### config.mk
export PLATFORM = sky130hd
export DESIGN_NAME = sp_commit_unit
export DESIGN_NICKNAME = d
export VERILOG_FILES = /design/src/rtl/sp_commit_unit_pkg.sv /design/src/rtl/sp_commit_unit_fifo.sv /design/src/rtl/sp_commit_unit.sv
export SDC_FILE = /design/constraint.sdc
export NUM_CORES = 1
export LEC_CHECK = 0
export ABC_AREA = 1
export CAP_MARGIN = 20
export CORE_ASPECT_RATIO = 0.9
export CORE_MARGIN = 1
export CORE_UTILIZATION = 39
export DETAILED_ROUTE_END_ITERATION = 10
export GPL_ROUTABILITY_DRIVEN = 0
export PLACE_DENSITY = 0.73
export SLEW_MARGIN = 15
export SYNTH_ARGS = -nofsm -noshare
export SYNTH_HDL_FRONTEND = slang
export SYNTH_SLANG_ARGS = --single-unit
### constraint.sdc
create_clock -name clk -period 2.2 [get_ports clk]
set_input_delay 0.33 -clock clk [delete_from_list [all_inputs] [get_ports clk]]
set_output_delay 0.33 -clock clk [all_outputs]
set_load 0.05 [all_outputs]
### src/rtl/sp_commit_unit_pkg.sv
// Shared processor constants for SP handling: op encodings, reset SP,
// commit FSM states, virtual SP unit constants and the SP step helper.
package sp_commit_unit_pkg;

    localparam logic [1:0] SP_OP_INC = 2'b10;
    localparam logic [1:0] SP_OP_DEC = 2'b01;

    localparam logic [7:0] SP_RESET_VAL = 8'hFF;
    localparam logic [1:0] R3_IDX       = 2'b11;

    localparam logic [1:0] ST_IDLE   = 2'd0;
    localparam logic [1:0] ST_DRAIN  = 2'd1;
    localparam logic [1:0] ST_RESYNC = 2'd2;

    localparam logic [7:0] VSP_STACK_TOP = 8'hFF;
    localparam logic [1:0] VSP_MAX_BEATS = 2'd3;

    typedef struct packed {
        logic [7:0] val;
        logic       wrap;
    } sp_next_t;

    // Increment has priority over decrement; zero beats means one step.
    // The ninth bit of the 9-bit sum/difference is the carry/borrow.
    function automatic sp_next_t sp_step(
        input logic [7:0] base,
        input logic [1:0] op,
        input logic [1:0] beats
    );
        sp_next_t   r;
        logic [8:0] w_sum;
        logic [7:0] w_mag;
        w_mag = (beats == 2'd0) ? 8'd1 : {6'd0, beats};
        w_sum = {1'b0, base};
        if ((op & SP_OP_INC) != 2'b00)
            w_sum = {1'b0, base} + {1'b0, w_mag};
        else if ((op & SP_OP_DEC) != 2'b00)
            w_sum = {1'b0, base} - {1'b0, w_mag};
        r.val  = w_sum[7:0];
        r.wrap = w_sum[8];
        return r;
    endfunction

endpackage

### src/rtl/sp_commit_unit_fifo.sv
// Pending SP commit queue (module sp_commit_fifo): DEPTH x WIDTH FIFO.
// Ports: clk, rst (async low), clr, push/din, pop/dout (head), count.
module sp_commit_fifo #(
    parameter  int DEPTH = 2,
    parameter  int WIDTH = 8,
    localparam int PW    = (DEPTH > 1) ? $clog2(DEPTH) : 1,
    localparam int CW    = $clog2(DEPTH + 1)
) (
    input  logic             clk,
    input  logic             rst,
    input  logic             clr,
    input  logic             push,
    input  logic [WIDTH-1:0] din,
    input  logic             pop,
    output logic [WIDTH-1:0] dout,
    output logic [CW-1:0]    count
);

    logic [WIDTH-1:0] r_mem [DEPTH];
    logic [PW-1:0]    r_wp;
    logic [PW-1:0]    r_rp;
    logic [CW-1:0]    r_cnt;

    function automatic logic [PW-1:0] nxt(input logic [PW-1:0] p);
        return (p == PW'(DEPTH - 1)) ? '0 : p + 1'b1;
    endfunction

    always_ff @(posedge clk or negedge rst) begin
        if (!rst) begin
            r_wp  <= '0;
            r_rp  <= '0;
            r_cnt <= '0;
        end else if (clr) begin
            r_wp  <= '0;
            r_rp  <= '0;
            r_cnt <= '0;
        end else begin
            if (push) r_wp <= nxt(r_wp);
            if (pop)  r_rp <= nxt(r_rp);
            r_cnt <= r_cnt + CW'(push) - CW'(pop);
        end
    end

    always_ff @(posedge clk) begin
        if (push && !clr) r_mem[r_wp] <= din;
    end

    assign dout  = r_mem[r_rp];
    assign count = r_cnt;

endmodule

### src/rtl/sp_commit_unit.sv
// SP commit unit: writes WB-stage SP updates to R3 via a dedicated port,
// queueing them while general writeback owns the RF. Ports: stall, flush,
// sp_*_Wb request, we_Wb/target_Wb/wb_data writeback; rf_sp_we/rf_sp_data,
// arch_SP, resync pulse, busy (queue full), sticky sp_err.
module sp_commit_unit
    import sp_commit_unit_pkg::*;
#(
    parameter logic [7:0] SP_RESET = SP_RESET_VAL,
    parameter int         QDEPTH   = 2
) (
    input  logic       clk,
    input  logic       rst,
    input  logic       stall,
    input  logic       flush,
    input  logic       sp_valid_Wb,
    input  logic [1:0] sp_op_Wb,
    input  logic [1:0] sp_beats_Wb,
    input  logic [7:0] sp_base_Wb,
    input  logic       we_Wb,
    input  logic [1:0] target_Wb,
    input  logic [7:0] wb_data,
    output logic       rf_sp_we,
    output logic [7:0] rf_sp_data,
    output logic [7:0] arch_SP,
    output logic       resync,
    output logic       busy,
    output logic       sp_err
);

    localparam int CW = $clog2(QDEPTH + 1);

    logic [1:0]    r_state;
    logic          r_pend;
    logic          r_rf_we;
    logic [7:0]    r_rf_data;
    logic [7:0]    r_arch;
    logic          r_resync;
    logic          r_err;

    logic [CW-1:0] w_count;
    logic [CW-1:0] w_cnt_nx;
    logic [7:0]    w_head;
    sp_next_t      w_nx;
    logic          w_explicit;
    logic          w_busy;
    logic          w_empty;
    logic          w_take;
    logic          w_drop;
    logic          w_direct;
    logic          w_push;
    logic          w_pop;
    logic          w_empty_nx;
    logic          w_flush_any;
    logic [1:0]    w_state_nx;

    assign w_nx       = sp_step(sp_base_Wb, sp_op_Wb, sp_beats_Wb);
    assign w_explicit = we_Wb && (target_Wb == R3_IDX);
    assign w_busy     = (w_count == CW'(QDEPTH));
    assign w_empty    = (w_count == '0);
    assign w_take     = sp_valid_Wb && !stall && !w_busy && !w_explicit;
    assign w_drop     = sp_valid_Wb && !stall && w_busy;
    // Fast path only when nothing is queued ahead and the port is free.
    assign w_direct   = w_take && w_empty && !we_Wb;
    assign w_push     = w_take && !w_direct;
    assign w_pop      = !w_empty && !we_Wb;
    assign w_cnt_nx   = w_count + CW'(w_push) - CW'(w_pop);
    assign w_empty_nx = (w_cnt_nx == '0);
    // Flushes seen while entries were queued are held until they drain.
    assign w_flush_any = flush || r_pend;

    sp_commit_fifo #(
        .DEPTH (QDEPTH),
        .WIDTH (8)
    ) u_fifo (
        .clk   (clk),
        .rst   (rst),
        .clr   (w_explicit),
        .push  (w_push),
        .din   (w_nx.val),
        .pop   (w_pop),
        .dout  (w_head),
        .count (w_count)
    );

    always_comb begin
        w_state_nx = r_state;
        unique case (r_state)
            ST_IDLE: begin
                if (w_explicit)       w_state_nx = ST_RESYNC;
                else if (!w_empty_nx) w_state_nx = ST_DRAIN;
                else if (w_flush_any) w_state_nx = ST_RESYNC;
            end
            ST_DRAIN: begin
                if (w_explicit)      w_state_nx = ST_RESYNC;
                else if (w_empty_nx) w_state_nx = w_flush_any ? ST_RESYNC
                                                               : ST_IDLE;
            end
            ST_RESYNC: w_state_nx = ST_IDLE;
            default:   w_state_nx = ST_IDLE;
        endcase
    end

    always_ff @(posedge clk or negedge rst) begin
        if (!rst) begin
            r_state   <= ST_IDLE;
            r_pend    <= 1'b0;
            r_rf_we   <= 1'b0;
            r_rf_data <= 8'h00;
            r_arch    <= SP_RESET;
            r_resync  <= 1'b0;
            r_err     <= 1'b0;
        end else begin
            r_state  <= w_state_nx;
            r_pend   <= (w_state_nx == ST_RESYNC) ? 1'b0
                      : (r_pend || flush || w_explicit);
            // The pulse trails the RESYNC state so arch_SP is settled first.
            r_resync <= (r_state == ST_RESYNC);
            r_err    <= r_err || (w_take && w_nx.wrap) || w_drop;
            r_rf_we  <= w_pop || w_direct;
            if (w_explicit) begin
                r_arch <= wb_data;
            end else if (w_pop) begin
                r_rf_data <= w_head;
                r_arch    <= w_head;
            end else if (w_direct) begin
                r_rf_data <= w_nx.val;
                r_arch    <= w_nx.val;
            end
        end
    end

    assign rf_sp_we   = r_rf_we;
    assign rf_sp_data = r_rf_data;
    assign arch_SP    = r_arch;
    assign resync     = r_resync;
    assign busy       = w_busy;
    assign sp_err     = r_err;

endmodule

======== Word level (Yosys, flattened, before mapping) ========
Memories as Yosys holds them, arrays and structs flattened.
Cells that the tools add are included.
storage, ports and cells
  register bits ........................... 26
  memory bits (writable) .................. 16
  input port bits ......................... 28
  word-level logic and storage cells ...... 77
  memories kept ........................... 1
memories
  name          words  width  rd ports  clocked after memory_dff  wr ports  line                       text
  u_fifo.r_mem  2      8      1         0                         1         sp_commit_unit_fifo.sv:19  logic [WIDTH-1:0] r_mem [DEPTH];
cells by class
  add/subtract/negate cells ............... 6
  eq/ne operators ......................... 5
  multiplexer cells ....................... 23
  bitwise gates (word level) .............. 1
  reduce and logical (&&, ||, !) cells .... 31
operators by type and width
  cell                                                  number
  2-to-1 mux 8 bit                                      3
  2-to-1 mux 9 bit                                      2
  2-to-1 mux 2 bit                                      8
  logical AND 1 bit                                     11
  adder 8 x 2 -> 9 bit                                  1
  2-to-1 mux 1 bit                                      9
  subtractor 8 x 2 -> 9 bit                             1
  equality test 2 bit (second input constant)           4
  zero test 2 bit                                       4
  zero test 1 bit                                       6
  nonzero test 2 bit                                    3
  logical OR 1 bit                                      5
  case mux 2 bit (2 select lines)                       1
  nonzero test 3 bit                                    1
  adder 1 bit (second input constant)                   2
  adder 2 x 1 -> 2 bit                                  1
  equality test 2 x 1 -> 1 bit (second input constant)  1
  AND reduction 2 bit                                   1
  subtractor 2 x 1 -> 2 bit                             1
  NOT 1 bit                                             1

======== Depth between registers and ports, before layout ========
Gate-level depths: netlist (run 1).
  depth after elaboration ................. 16
  mapped depth ............................ 15
  gate-level depth less buffers ........... 15

======== Hierarchy ========
Synthesis (run 1) repeated with hierarchy kept, for this count alone.
unflattened totals
  cell total of the unflattened synthesis .. 292
  area, all modules ....................... 2429.8 um^2
by module, submodules not included
  module          times used  cells each  area an instance (um^2)
  sp_commit_unit  1           240         1600.3
  sp_commit_fifo  1           52          829.5

======== Worst setup path after synthesis (run 1) ========
OpenSTA, ideal clock, no wires.
  path type ............................... reg-to-reg
  start point ............................. register u_fifo.r_cnt[1], in the netlist u_fifo.count[1]
  end point ............................... register r_pend
  setup time .............................. 0.113 ns
  arrival time ............................ 2.439 ns
  setup slack ............................. -0.352 ns
  cell stages (with the launch flop) ...... 15
  path buffers ............................ 0
  cell sequence ........................... dfrtp_1 -> inv_1 -> nor2_1 -> nor3_2 -> o21ai_2 -> ha_1 -> inv_1 -> ha_1 -> xnor2_1 -> xor2_1 -> nand2_1 -> nand2_1 -> nand2_1 -> nand2_1 -> inv_1
on the way
  cells in the longest elaborated chain, start to end .. 16
RTL lines
  what                                 line                                        text
  start: declaration                   sp_commit_unit_fifo.sv:22                   logic [CW-1:0] r_cnt;
  start signal: assignment             sp_commit_unit_fifo.sv:40                   r_cnt <= r_cnt + CW'(push) - CW'(pop);
  equality test 2 bit (*)              sp_commit_unit.sv:58                        assign w_busy = (w_count == CW'(QDEPTH));
  net busy                             sp_commit_unit.sv:26                        output logic busy,
  zero test 1 bit (*)                  sp_commit_unit.sv:60                        assign w_take = sp_valid_Wb && !stall && !w_busy && !w_explicit;
  logical AND 1 bit (*) (2 in series)  sp_commit_unit.sv:60
  logical AND 1 bit (2 in series)      sp_commit_unit.sv:63                        assign w_direct = w_take && w_empty && !we_Wb;
  zero test 1 bit                      sp_commit_unit.sv:64                        assign w_push = w_take && !w_direct;
  logical AND 1 bit (*)                sp_commit_unit.sv:64
  adder 2 x 1 -> 2 bit (*)             sp_commit_unit.sv:66                        assign w_cnt_nx = w_count + CW'(w_push) - CW'(w_pop);
  subtractor 2 x 1 -> 2 bit (*)        sp_commit_unit.sv:66
  zero test 2 bit (*)                  sp_commit_unit.sv:67                        assign w_empty_nx = (w_cnt_nx == '0);
  2-to-1 mux 2 bit (on tied branches)  sp_commit_unit.sv:95, sp_commit_unit.sv:90
  2-to-1 mux 2 bit (on tied branches)  sp_commit_unit.sv:94, sp_commit_unit.sv:89
  case mux 2 bit (2 select lines) (*)  sp_commit_unit.sv:87                        unique case (r_state)
  equality test 2 bit (*)              sp_commit_unit.sv:114                       r_pend <= (w_state_nx == ST_RESYNC) ? 1'b0
  2-to-1 mux 1 bit (*)                 sp_commit_unit.sv:114
  end signal: assignment               sp_commit_unit.sv:114
  end: declaration                     sp_commit_unit.sv:33                        logic r_pend;
The timed path passes the listed nets; every way through them passes the cells marked *.
A chain may end at the register's enable or synchronous reset.

======== Final worst setup path (run 1) ========
  start point ............................. input port target_Wb[0]
  end point ............................... register r_pend
on the way
  cells in the longest elaborated chain, start to end .. 16
RTL lines
  what                                 line                                        text
  start: declaration                   sp_commit_unit.sv:20                        input logic [1:0] target_Wb,
  equality test 2 bit (*)              sp_commit_unit.sv:57                        assign w_explicit = we_Wb && (target_Wb == R3_IDX);
  logical AND 1 bit (*)                sp_commit_unit.sv:57
  zero test 1 bit                      sp_commit_unit.sv:60
  logical AND 1 bit                    sp_commit_unit.sv:60
  logical AND 1 bit (2 in series)      sp_commit_unit.sv:63
  zero test 1 bit                      sp_commit_unit.sv:64
  logical AND 1 bit                    sp_commit_unit.sv:64
  adder 2 x 1 -> 2 bit                 sp_commit_unit.sv:66
  subtractor 2 x 1 -> 2 bit            sp_commit_unit.sv:66
  zero test 2 bit                      sp_commit_unit.sv:67
  2-to-1 mux 2 bit (on tied branches)  sp_commit_unit.sv:95, sp_commit_unit.sv:90
  2-to-1 mux 2 bit (on tied branches)  sp_commit_unit.sv:94, sp_commit_unit.sv:89
  case mux 2 bit (2 select lines)      sp_commit_unit.sv:87
  equality test 2 bit                  sp_commit_unit.sv:114
  2-to-1 mux 1 bit (*)                 sp_commit_unit.sv:114
Every way passes the cells marked *; elsewhere a longest branch is shown, timed or not.

==> flow_summary_export.csv, run 1 <==
group,metric,value,unit
timing,relSlewSlack,66.2,%
run_status,run_status,"completed",
clock_network,clkTransAtPathRegs,0.08,ns
floorplan,dieArea,6220,sq um
global_route,grt_start_max_net_pins,27,
clock_network,numCtsBuffers,5,
global_route,use_met2,31.1,%
clock_network,cts_buffer_depth,2,
drt,detail_route.wirelength,4930,um
layout,fin_area,3150,sq um
yosys,synth_flop_cell,"dfrtp_1",
drt,wl_per_cell,11.7,um
yosys,ys_ff_latch,42,
setup_path,crit_type,"in -> reg",
timing,hold_violations,0,
power_and_ir_drop,netSwitchingPower,1.67,mW
place,dpl_worst_slack,-0.443,ns
place,dp_hpwl,3660,um
clock_network,cts_tree,"yes",
yosys,ys_warn_count,0,
power_and_ir_drop,combPwrFrac,52.2,%
global_route,busiest_layer,"met2",
drt,drtPass1Iterations,4,
drt,antenna_left,0,
yosys,yosysUniqueCellTypes,31,
drt,avgViaCountPerCell,4.72,
drt,drc,0,
clock_network,hold_buffers,0,
timing,layout_setup_ws,0.119,ns
floorplan,die_x,83.1,um
setup_path,end_kind,"flop",
yosys,mappedNetlistArea,2310,sq um
floorplan,ios,48,
global_route,overflow,0,
place,portBuffers,47,
layout,layout.nets,387,
timing,setup_viol,0,
floorplan,die_h,75.0,um
min_path,hp-class,"in -> async",
yosys,synth_seq_area_share,49.5,%
layout,diodes,0,
yosys,synth.avg_cell_area,8.24,sq um
yosys,synth_nets,316,
yosys,synth_edf_count,16,
layout,multiInputGateArea,1000,sq um
timing,period_needed,2.08,ns
layout,layout-drive-gt1-share,20.5,%
layout,final_common_cell,"nand2_1",
flow_run,drv_cap,0,
drt,num_vias,1990,
setup_path,path_max_fanout,2,
global_route,grtUsageTotal,17.1,%
power_and_ir_drop,netSwitchingFraction,45.1,%
setup_path,cp_data_arrival_time,2.27,ns
floorplan,start_util,40.5,%
setup_path,crit_chain,"clkdlybuf4s50_1 > nand2_2 > nor2_4 > nor3_4 > o21ai_2 > ha_1 > inv_1 > ha_2 > xnor2_2 > xor2_1 > nand2_1 > nand2_2 > nand2_2 > nand2_2 > inv_2",
timing,fmax,481,MHz
layout,seqCellArea,1140,sq um
timing,whs,0.401,ns
floorplan,std_cell_rows,26,
setup_path,slowest_stage,"clkdlybuf4s50_1",
global_route,grt_pass1_vias,1886,
place,dpl_cell_area,2920,sq um
power_and_ir_drop,p_clk_share,13.0,%
global_route,antenna_found_initial,0,
layout,layout_common_cells,"102 x nand2_1, 42 x clkdlybuf4s50_1, 35 x inv_1",
power_and_ir_drop,p_int,2.04,mW
yosys,synthArstFlopShare,61.9,%
drt,drt-initial-drc-count,70,
timing,tightestPinTransition,0.505,ns
layout,fillCellCount,527,
clock_network,htree_num_levels,2,
power_and_ir_drop,p_leak,1.53,nW
setup_path,worstPathRequired,2.39,ns
setup_path,path_common_cell,"nand2_2",
global_route,met3_usage,4.50,%
setup_path,cpPeakStageDelay,0.41,ns
timing,rsz0062_at_grt,"yes",
timing,maxSlewViolCount,0,
layout,area_growth,36.6,%
clock_network,cts.sinks,42,
power_and_ir_drop,power.density,1180,nW/um^2
clock_network,cts_root_buffer,"clkbuf_8",
yosys,syn_inst,280,
power_and_ir_drop,max-vdd-ir-drop,0.826,mV
timing,skew,0.00774,ns
global_route,grt_util_met1,21.0,%
global_route,grt_pass1_wl,8350,um
floorplan,design.core.area,5690,sq um
setup_path,crit_path_start_kind,"input port",
power_and_ir_drop,seqPwrFrac,34.9,%
timing,min_period_over_period,94.6,%
clock_network,clock_latency,0.29,ns
==> cell usage after synthesis, types with 2 or more instances <==
cell type,count,area share (%)
a21oi_1,3,0.65
a31oi_1,7,1.9
buf_6,4,2.0
dfrtp_1,18,20
dfstp_2,8,9.1
edfxtp_1,16,21
fa_1,2,1.7
ha_1,6,3.3
inv_1,41,6.7
inv_2,2,0.33
nand2_1,106,17
nand3_1,16,3.5
nor2_1,19,3.1
nor2_2,2,0.54
o211ai_1,3,0.98
o21ai_0,7,1.5
o21ai_1,2,0.43
o21ai_2,4,1.5
xor2_1,2,0.76
==> sequential cells by signal (all words and copies together), names as in the netlist <==
signal        flops
rf_sp_we          1
u_fifo.count      2
arch_SP           8
u_fifo.r_wp       1
resync            1
r_pend            1
rf_sp_data        8
u_fifo.r_rp       1
r_state           2
sp_err            1
u_fifo.r_mem     16
==> logic make-up (layout without fill, tap and decap cells) <==
group | after synthesis | after routing | synth area share, %
xor+xnor | 3 | 3 | 1.14
fa+ha+maj | 8 | 8 | 4.99
simple gates | 149 | 149 | 26.4
flops | 42 | 42 | 49.5
buf+inv | 51 | 123 | 10.3
compound gates | 27 | 27 | 7.70
==> layout make-up <==
cell class | instances | share of cell area (%)
Tap cell | 70 | 2.78
Inverter | 43 | 5.13
Sequential cell | 42 | 36.3
Timing Repair Buffer | 72 | 21.3
Clock inverter | 3 | 0.516
Multi-Input combinational cell | 187 | 31.8
Clock buffer | 5 | 2.19
==> power groups by stage <==
stage / Sequential (mW) / Combinational, mW / Clock [mW]
floorplan: 1.84 / 0.710 / 0
global placement: 1.30 / 1.80 / 0
detailed placement: 1.31 / 1.82 / 0
CTS: 1.29 / 1.87 / 0.493
global route: 1.33 / 2.11 / 0.530
finish: 1.29 / 1.93 / 0.481
==> what timing repair did <==
item,CTS,global route
pin swaps,8,11
buffers inserted,4,4
resized for setup,7,23
setup endpoints to repair,9,16
==> per-layer routing <==
layer | up-vias | share of wire (%)
met3 | 2 | 3.2
met2 | 45 | 50
li1 | 1015 | -
met5 | - | 0
met4 | 0 | 0.24
met1 | 928 | 46
==> per-stage QoR <==
step / power, mW / utilization, % / setup TNS (ns) / cells
floorplan: 2.55 / - / 0 / 280
global placement: 3.10 / 51.4 / -4.91 / 406
detailed placement: 3.13 / 51.4 / -7.31 / 406
CTS: 3.65 / 53.8 / 0 / 418
global route: 3.97 / 55.3 / -0.0508 / 422
finish: 3.71 / 55.3 / 0 / 422
==> worst paths after layout <==
| path | depth (start not counted) | to | from | slack [ns] |
|---|---|---|---|---|
| setup / recovery | 15 | r_pend | target_Wb[0] | 0.12 |
| hold / removal | 2 | rf_sp_data[1] | rst | 0.40 |
| setup reg to reg | 14 | r_pend | u_fifo.count[1] | 0.14 |
| hold reg to reg | 1 | resync | r_state[0] | 0.40 |
| max in group asynchronous | 2 | arch_SP[6] | rst | 1.49 |
| min in group clk | 1 | resync | r_state[0] | 0.40 |
==> worst max-delay path: cells and delay by family <==
family / cells / cell delay, ns
buffers and inverters: 3 / 0.48
xor gates and xnor gates: 2 / 0.33
adders and majority gates: 2 / 0.44
and+or+nand+nor: 7 / 0.61
AOI/OAI and AO/OA: 1 / 0.09
Power figures use the tool's default switching activity.
==> run 2, diff against run 1 <==
--- a/config.mk
+++ b/config.mk
@@ -12,7 +12,7 @@
 export CORE_UTILIZATION = 39
 export DETAILED_ROUTE_END_ITERATION = 10
 export GPL_ROUTABILITY_DRIVEN = 0
-export PLACE_DENSITY = 0.73
+export PLACE_DENSITY = 0.64
 export SLEW_MARGIN = 15
 export SYNTH_ARGS = -nofsm -noshare
 export SYNTH_HDL_FRONTEND = slang
==> run 2 against run 1 <==
Critical path depth is 1 lower. Clock skew is 0.00068 ns lower. Combinational power hardly changed. Final cell count is 0.24% lower. Global-route usage is 1.6 points lower. Setup slack better by 0.012 ns. Via count is 4.5% lower. Power is 1.0% higher. Routed wire length is 6.2% lower. Sequential share of layout area is 0.29 points higher. Critical endpoint unchanged. Largest cell class unchanged.
==> flow_summary_export.csv, run 2 (same netlist as run 1, synthesis figures left out) <==
group,metric,value,unit
floorplan,std_cell_rows,26,
power_and_ir_drop,seqPwrFrac,34.5,%
floorplan,design.core.area,5690,sq um
drt,drc,0,
clock_network,cts_root_buffer,"clkbuf_8",
place,portBuffers,47,
setup_path,crit_type,"reg -> reg",
timing,period_needed,2.07,ns
layout,final_util,54.9,%
global_route,grt_start_max_net_pins,27,
layout,layout-drive-gt1-share,18.5,%
global_route,overflow,0,
layout,regMostFlops,"u_fifo.r_mem",
power_and_ir_drop,combPwrFrac,52.2,%
floorplan,die_h,75.0,um
setup_path,worstPathRequired,2.39,ns
timing,maxSlewViolCount,0,
timing,min_period_over_period,94.1,%
power_and_ir_drop,p_clk_share,13.3,%
layout,largest_register_ffs,16,
timing,rsz0062_at_grt,"yes",
global_route,grt_pass1_vias,1694,
timing,setup_viol,0,
layout,layout.nets,386,
global_route,grtUsageTotal,15.5,%
timing,fmax,483,MHz
layout,layout_common_cells,"105 x nand2_1, 43 x clkdlybuf4s50_1, 36 x inv_1",
layout,final_common_cell,"nand2_1",
flow_run,drv_cap,0,
layout,finalNonFillerCells,421,
layout,area_growth,35.5,%
power_and_ir_drop,total_power,3.74,mW
power_and_ir_drop,p_leak,1.52,nW
place,dp_hpwl,3380,um
clock_network,htree_num_levels,2,
clock_network,cts_buffer_depth,2,
drt,avgViaCountPerCell,4.51,
setup_path,end_kind,"flop",
clock_network,cts_tree,"yes",
timing,fin_tns_setup,0,ns
power_and_ir_drop,power.density,1200,nW/um^2
power_and_ir_drop,max-vdd-ir-drop,0.854,mV
drt,wl_met2,1920,um
clock_network,cts.sinks,42,
min_path,hp-class,"in -> async",
clock_network,numCtsBuffers,5,
setup_path,cp_data_arrival_time,2.26,ns
global_route,grt_pass1_wl,7620,um
drt,num_vias,1900,
drt,top_layer,"met4",
floorplan,ios,48,
drt,drt-met1-wl,2390,um
drt,wl_per_cell,11.0,um
drt,antenna_left,0,
run_status,run_status,"completed",
clock_network,clock_latency,0.29,ns
global_route,antenna_found_initial,0,
power_and_ir_drop,p_int,2.11,mW
drt,drt-initial-drc-count,87,
floorplan,start_util,40.5,%
floorplan,die_x,83.1,um
clock_network,hold_buffers,0,
drt,wl_met3,242,um
setup_path,crit_path_start_kind,"flop",
place,place_inst,408,
power_and_ir_drop,netSwitchingFraction,43.7,%
timing,tightestPinTransition,0.512,ns
layout,diodes,0,
clock_network,clkTransAtPathRegs,0.07,ns
timing,skew,0.00705,ns
setup_path,path_max_fanout,3,
power_and_ir_drop,netSwitchingPower,1.64,mW
drt,detail_route.wirelength,4630,um
timing,relSlewSlack,65.8,%
timing,hold_violations,0,
floorplan,dieArea,6220,sq um
setup_path,ff2ff_setup_slack,0.13,ns
drt,drtPass1Iterations,4,
[run 2: what timing repair did]
action | CTS | global route
pin swaps | 7 | 11
endpoints found under the setup margin | 4 | 16
setup buffers | 3 | 2
gates resized for setup | 4 | 17
cloned | 0 | 0
endpoints found under the hold margin | 0 | 0
[run 2: layer usage]
layer  up-vias  GRT usage, %
li1       1020             -
met1       825          20.8
met2        49          24.5
met3         6          3.95
met4         0          5.94
met5         -             0
[run 2: critical path, cell delays in order, from the launching register on]
cell     delay, ns
dfrtp_1       0.39
inv_1         0.10
nor2_4        0.06
nor3_4        0.22
o21ai_2       0.10
ha_1          0.29
inv_2         0.05
ha_4          0.15
xnor2_2       0.12
xor2_1        0.20
nand2_1       0.09
nand2_1       0.06
nand2_1       0.06
nand2_1       0.05
inv_1         0.03
[run 2: through the flow]
stage | hold slack (ns) | worst slack [ns] | area [sq um]
4_1_cts | 0.407 | 0.00727 | 3060
3_3_place_gp | 0.381 | -0.304 | 2940
2_1_floorplan | 0.0344 | 0.0903 | 2310
5_1_grt | 0.446 | -0.0478 | 3120
3_5_place_dp | 0.395 | -0.339 | 2940
6_report | 0.412 | 0.131 | 3120
[run 2: power groups by stage]
stage	sequential, mW	combinational, mW	clock, mW
2_1_floorplan	1.84	0.710	0
3_3_place_gp	1.29	1.87	0
3_5_place_dp	1.30	1.89	0
4_1_cts	1.28	1.93	0.518
5_1_grt	1.32	2.12	0.541
6_report	1.29	1.95	0.498
[run 2: path summary, 6_finish.rpt]
kind | from | endpoint | depth (start not counted)
worst max-delay path | u_fifo.count[1] | r_pend | 14
worst min-delay path | rst | resync | 2
worst max register to register | u_fifo.count[1] | r_pend | 14
worst min register to register | r_state[0] | resync | 1
max in group asynchronous | rst | arch_SP[0] | 2
min in group clk | r_state[0] | resync | 1
[run 2: final cells by class]
cell class | instances | area, sq um
Fill cell | 528 | 2570
Sequential cell | 42 | 1140
Clock buffer | 7 | 86.3
Timing Repair Buffer | 71 | 657
Multi-Input combinational cell | 187 | 985
Clock inverter | 1 | 5.00
Tap cell | 70 | 87.6
Inverter | 43 | 161
==> run 3, diff against run 2 <==
--- a/config.mk
+++ b/config.mk
@@ -9,10 +9,9 @@
 export CAP_MARGIN = 20
 export CORE_ASPECT_RATIO = 0.9
 export CORE_MARGIN = 1
-export CORE_UTILIZATION = 39
+export CORE_UTILIZATION = 46
 export DETAILED_ROUTE_END_ITERATION = 10
-export GPL_ROUTABILITY_DRIVEN = 0
-export PLACE_DENSITY = 0.64
+export PLACE_DENSITY = 0.74
 export SLEW_MARGIN = 15
 export SYNTH_ARGS = -nofsm -noshare
 export SYNTH_HDL_FRONTEND = slang
==> constraint.sdc (replaced) <==
create_clock -name clk -period 2.2 [get_ports clk]
set_input_delay 0.44 -clock clk [delete_from_list [all_inputs] [get_ports clk]]
set_output_delay 0.44 -clock clk [all_outputs]
set_load 0.05 [all_outputs]
==> run 3 against run 2 <==
Register-to-register slack worse by 0.08 ns. Worst hold slack worse by 0.0072 ns. Combinational power up 2%. Critical path depth down 1. Maximum frequency down 3.6%. Via count up 2.4%. Critical path type unchanged. Clock skew down 0.0012 ns. Core utilization up 9.5 points.
==> flow_summary_export.csv, run 3 (same netlist as run 1, synthesis figures left out) <==
group,metric,value,unit
power_and_ir_drop,netSwitchingPower,1.65,mW
drt,num_vias,1945,
setup_path,reg2regPathDepth,13,
timing,rsz0062_at_grt,"yes",
layout,final_common_cell,"nand2_1",
clock_network,clock_latency,0.29,ns
global_route,overflow,0,
layout,fillCellCount,425,
drt,drt-met1-wl,2230,um
power_and_ir_drop,p_int,2.13,mW
global_route,antenna_found_initial,0,
setup_path,worstPathRequired,2.43,ns
min_path,hp-class,"reg -> reg",
power_and_ir_drop,p_leak,1.51,nW
floorplan,std_cell_rows,24,
timing,period_needed,2.15,ns
clock_network,clkTransAtPathRegs,0.07,ns
setup_path,rr_startpoint,"u_fifo.count[1]",
min_path,min_to,"resync",
run_status,run_status,"completed",
power_and_ir_drop,max-vdd-ir-drop,0.785,mV
clock_network,cts_tree,"yes",
floorplan,dieArea,5300,sq um
layout,largest_register_ffs,16,
global_route,grtUsageTotal,19.7,%
drt,drt-initial-drc-count,81,
drt,avgViaCountPerCell,4.66,
floorplan,die_h,69.2,um
place,place_inst,404,
layout,layout-drive-gt1-share,19.3,%
min_path,min_path_cells,1,
place,portBuffers,47,
layout,regMostFlops,"u_fifo.r_mem",
floorplan,design.core.area,4830,sq um
global_route,grt_pass1_vias,1859,
drt,drtPass1Iterations,4,
power_and_ir_drop,combPwrFrac,52.7,%
drt,top_layer,"met4",
setup_path,path_buf_inv,5,
clock_network,hold_buffers,0,
drt,wl_met3,189,um
timing,fmax,466,MHz
drt,antenna_left,0,
drt,wl_met2,2120,um
setup_path,crit_type,"reg -> reg",
setup_path,crit_chain,"inv_2 > nor2_4 > nor3_4 > o21ai_2 > ha_1 > inv_1 > ha_2 > xnor2_2 > xor2_1 > buf_4 > buf_4 > buf_4 > nor2_1",
floorplan,ios,48,
global_route,grt_start_max_net_pins,27,
setup_path,end_kind,"flop",
clock_network,numCtsBuffers,5,
min_path,worstHoldStart,"r_state[0]",
timing,setup_viol,0,
setup_path,path_max_fanout,3,
drt,detail_route.wirelength,4590,um
layout,diodes,0,
clock_network,cts_buffer_depth,2,
drt,drc,0,
setup_path,crit_path_start_kind,"flop",
layout,layout.nets,387,
setup_path,cpLargestDelayFamily,"buffers and inverters",
power_and_ir_drop,netSwitchingFraction,43.6,%
timing,min_period_over_period,97.6,%
power_and_ir_drop,seqPwrFrac,34.3,%
timing,skew,0.00583,ns
place,gp_congestion,0.835,
clock_network,cts_root_buffer,"clkbuf_8",
setup_path,path_common_cell,"buf_4",
clock_network,htree_num_levels,2,
setup_path,r2r-end,"u_fifo.count[1]",
layout,finalNonFillerCells,417,
layout,layout_common_cells,"104 x nand2_1, 40 x clkdlybuf4s50_1, 37 x inv_1",
flow_run,drv_cap,0,
setup_path,cp_data_arrival_time,2.37,ns
power_and_ir_drop,total_power,3.78,mW
power_and_ir_drop,p_clk_share,12.9,%
floorplan,start_util,47.7,%
timing,hold_violations,0,
timing,tightestPinTransition,0.516,ns
place,dp_hpwl,3610,um
global_route,grt_pass1_wl,8270,um
setup_path,slowest_stage,"dfrtp_1",
layout,area_growth,34.9,%
clock_network,cts.sinks,42,
setup_path,ff2ff_setup_slack,0.05,ns
power_and_ir_drop,power.density,1220,nW/um^2
drt,wl_per_cell,11.0,um
setup_path,cpPeakStageDelay,0.44,ns
timing,relSlewSlack,65.5,%
floorplan,die_x,76.6,um
timing,maxSlewViolCount,0,
==> run 3: repair_timing <==
item                                    4_1_cts  5_1_grt
resized for setup                            18        4
pin swaps                                    12        8
buffers inserted                              4        1
endpoints found under the setup margin       19        7
==> run 3: final cells by class <==
type / count / area (sq um) / share of cell area, %
Tap cell: 65 / 81.3 / 2.61
Clock inverter: 1 / 5.00 / 0.161
Sequential cell: 42 / 1140 / 36.7
Multi-Input combinational cell: 187 / 988 / 31.8
Timing Repair Buffer: 72 / 648 / 20.8
Clock buffer: 7 / 86.3 / 2.77
Inverter: 43 / 161 / 5.19
==> run 3: how the worst max path moves through the flow <==
stage	from	to	slack [ns]	depth (start not counted)
3_3_place_gp	sp_valid_Wb	r_pend	-0.38	16
3_5_place_dp	sp_valid_Wb	r_pend	-0.45	16
5_1_grt	u_fifo.count[1]	r_pend	-0.07	14
4_1_cts	sp_beats_Wb[0]	rf_sp_data[6]	0.02	13
2_1_floorplan	we_Wb	r_pend	0.005	15
6_report	u_fifo.count[1]	u_fifo.count[1]	0.05	13
==> run 3: worst reg2reg max path: cells and delay by family (launching register included) <==
kind	cells	cell delay [ns]
DFF	1	0.44
adders and majority gates	2	0.45
AOI/OAI and AO/OA	1	0.08
buffers and inverters	5	0.50
xor gates and xnor gates	2	0.30
and+or+nand+nor	3	0.31
==> run 3: power by group through the flow <==
stage | clock [mW] | sequential (mW) | combinational (mW)
5_1_grt | 0.543 | 1.33 | 2.17
3_3_place_gp | 0 | 1.29 | 1.85
4_1_cts | 0.506 | 1.30 | 1.96
6_report | 0.489 | 1.30 | 1.99
2_1_floorplan | 0 | 1.84 | 0.716
3_5_place_dp | 0 | 1.31 | 1.89
==> run 3: stage by stage <==
stage	instance area, sq um	utilization [%]	setup WS [ns]	hold WS, ns	TNS, ns
5_1_grt	3110	64.4	-0.0747	0.446	-0.132
3_5_place_dp	2950	60.9	-0.446	0.401	-9.81
6_report	3110	64.4	0.0529	0.405	0
4_1_cts	3100	64.0	0.0230	0.411	0
3_3_place_gp	2950	60.9	-0.383	0.383	-8.24
2_1_floorplan	2320	-	0.00527	0.144	0
==> run 3: routing by layer <==
metal  GRT usage (%)  vias to the layer above
met5               0                        -
met1            26.4                      879
met2            31.8                       48
met4            6.20                        0
li1                -                     1014
met3            4.61                        4
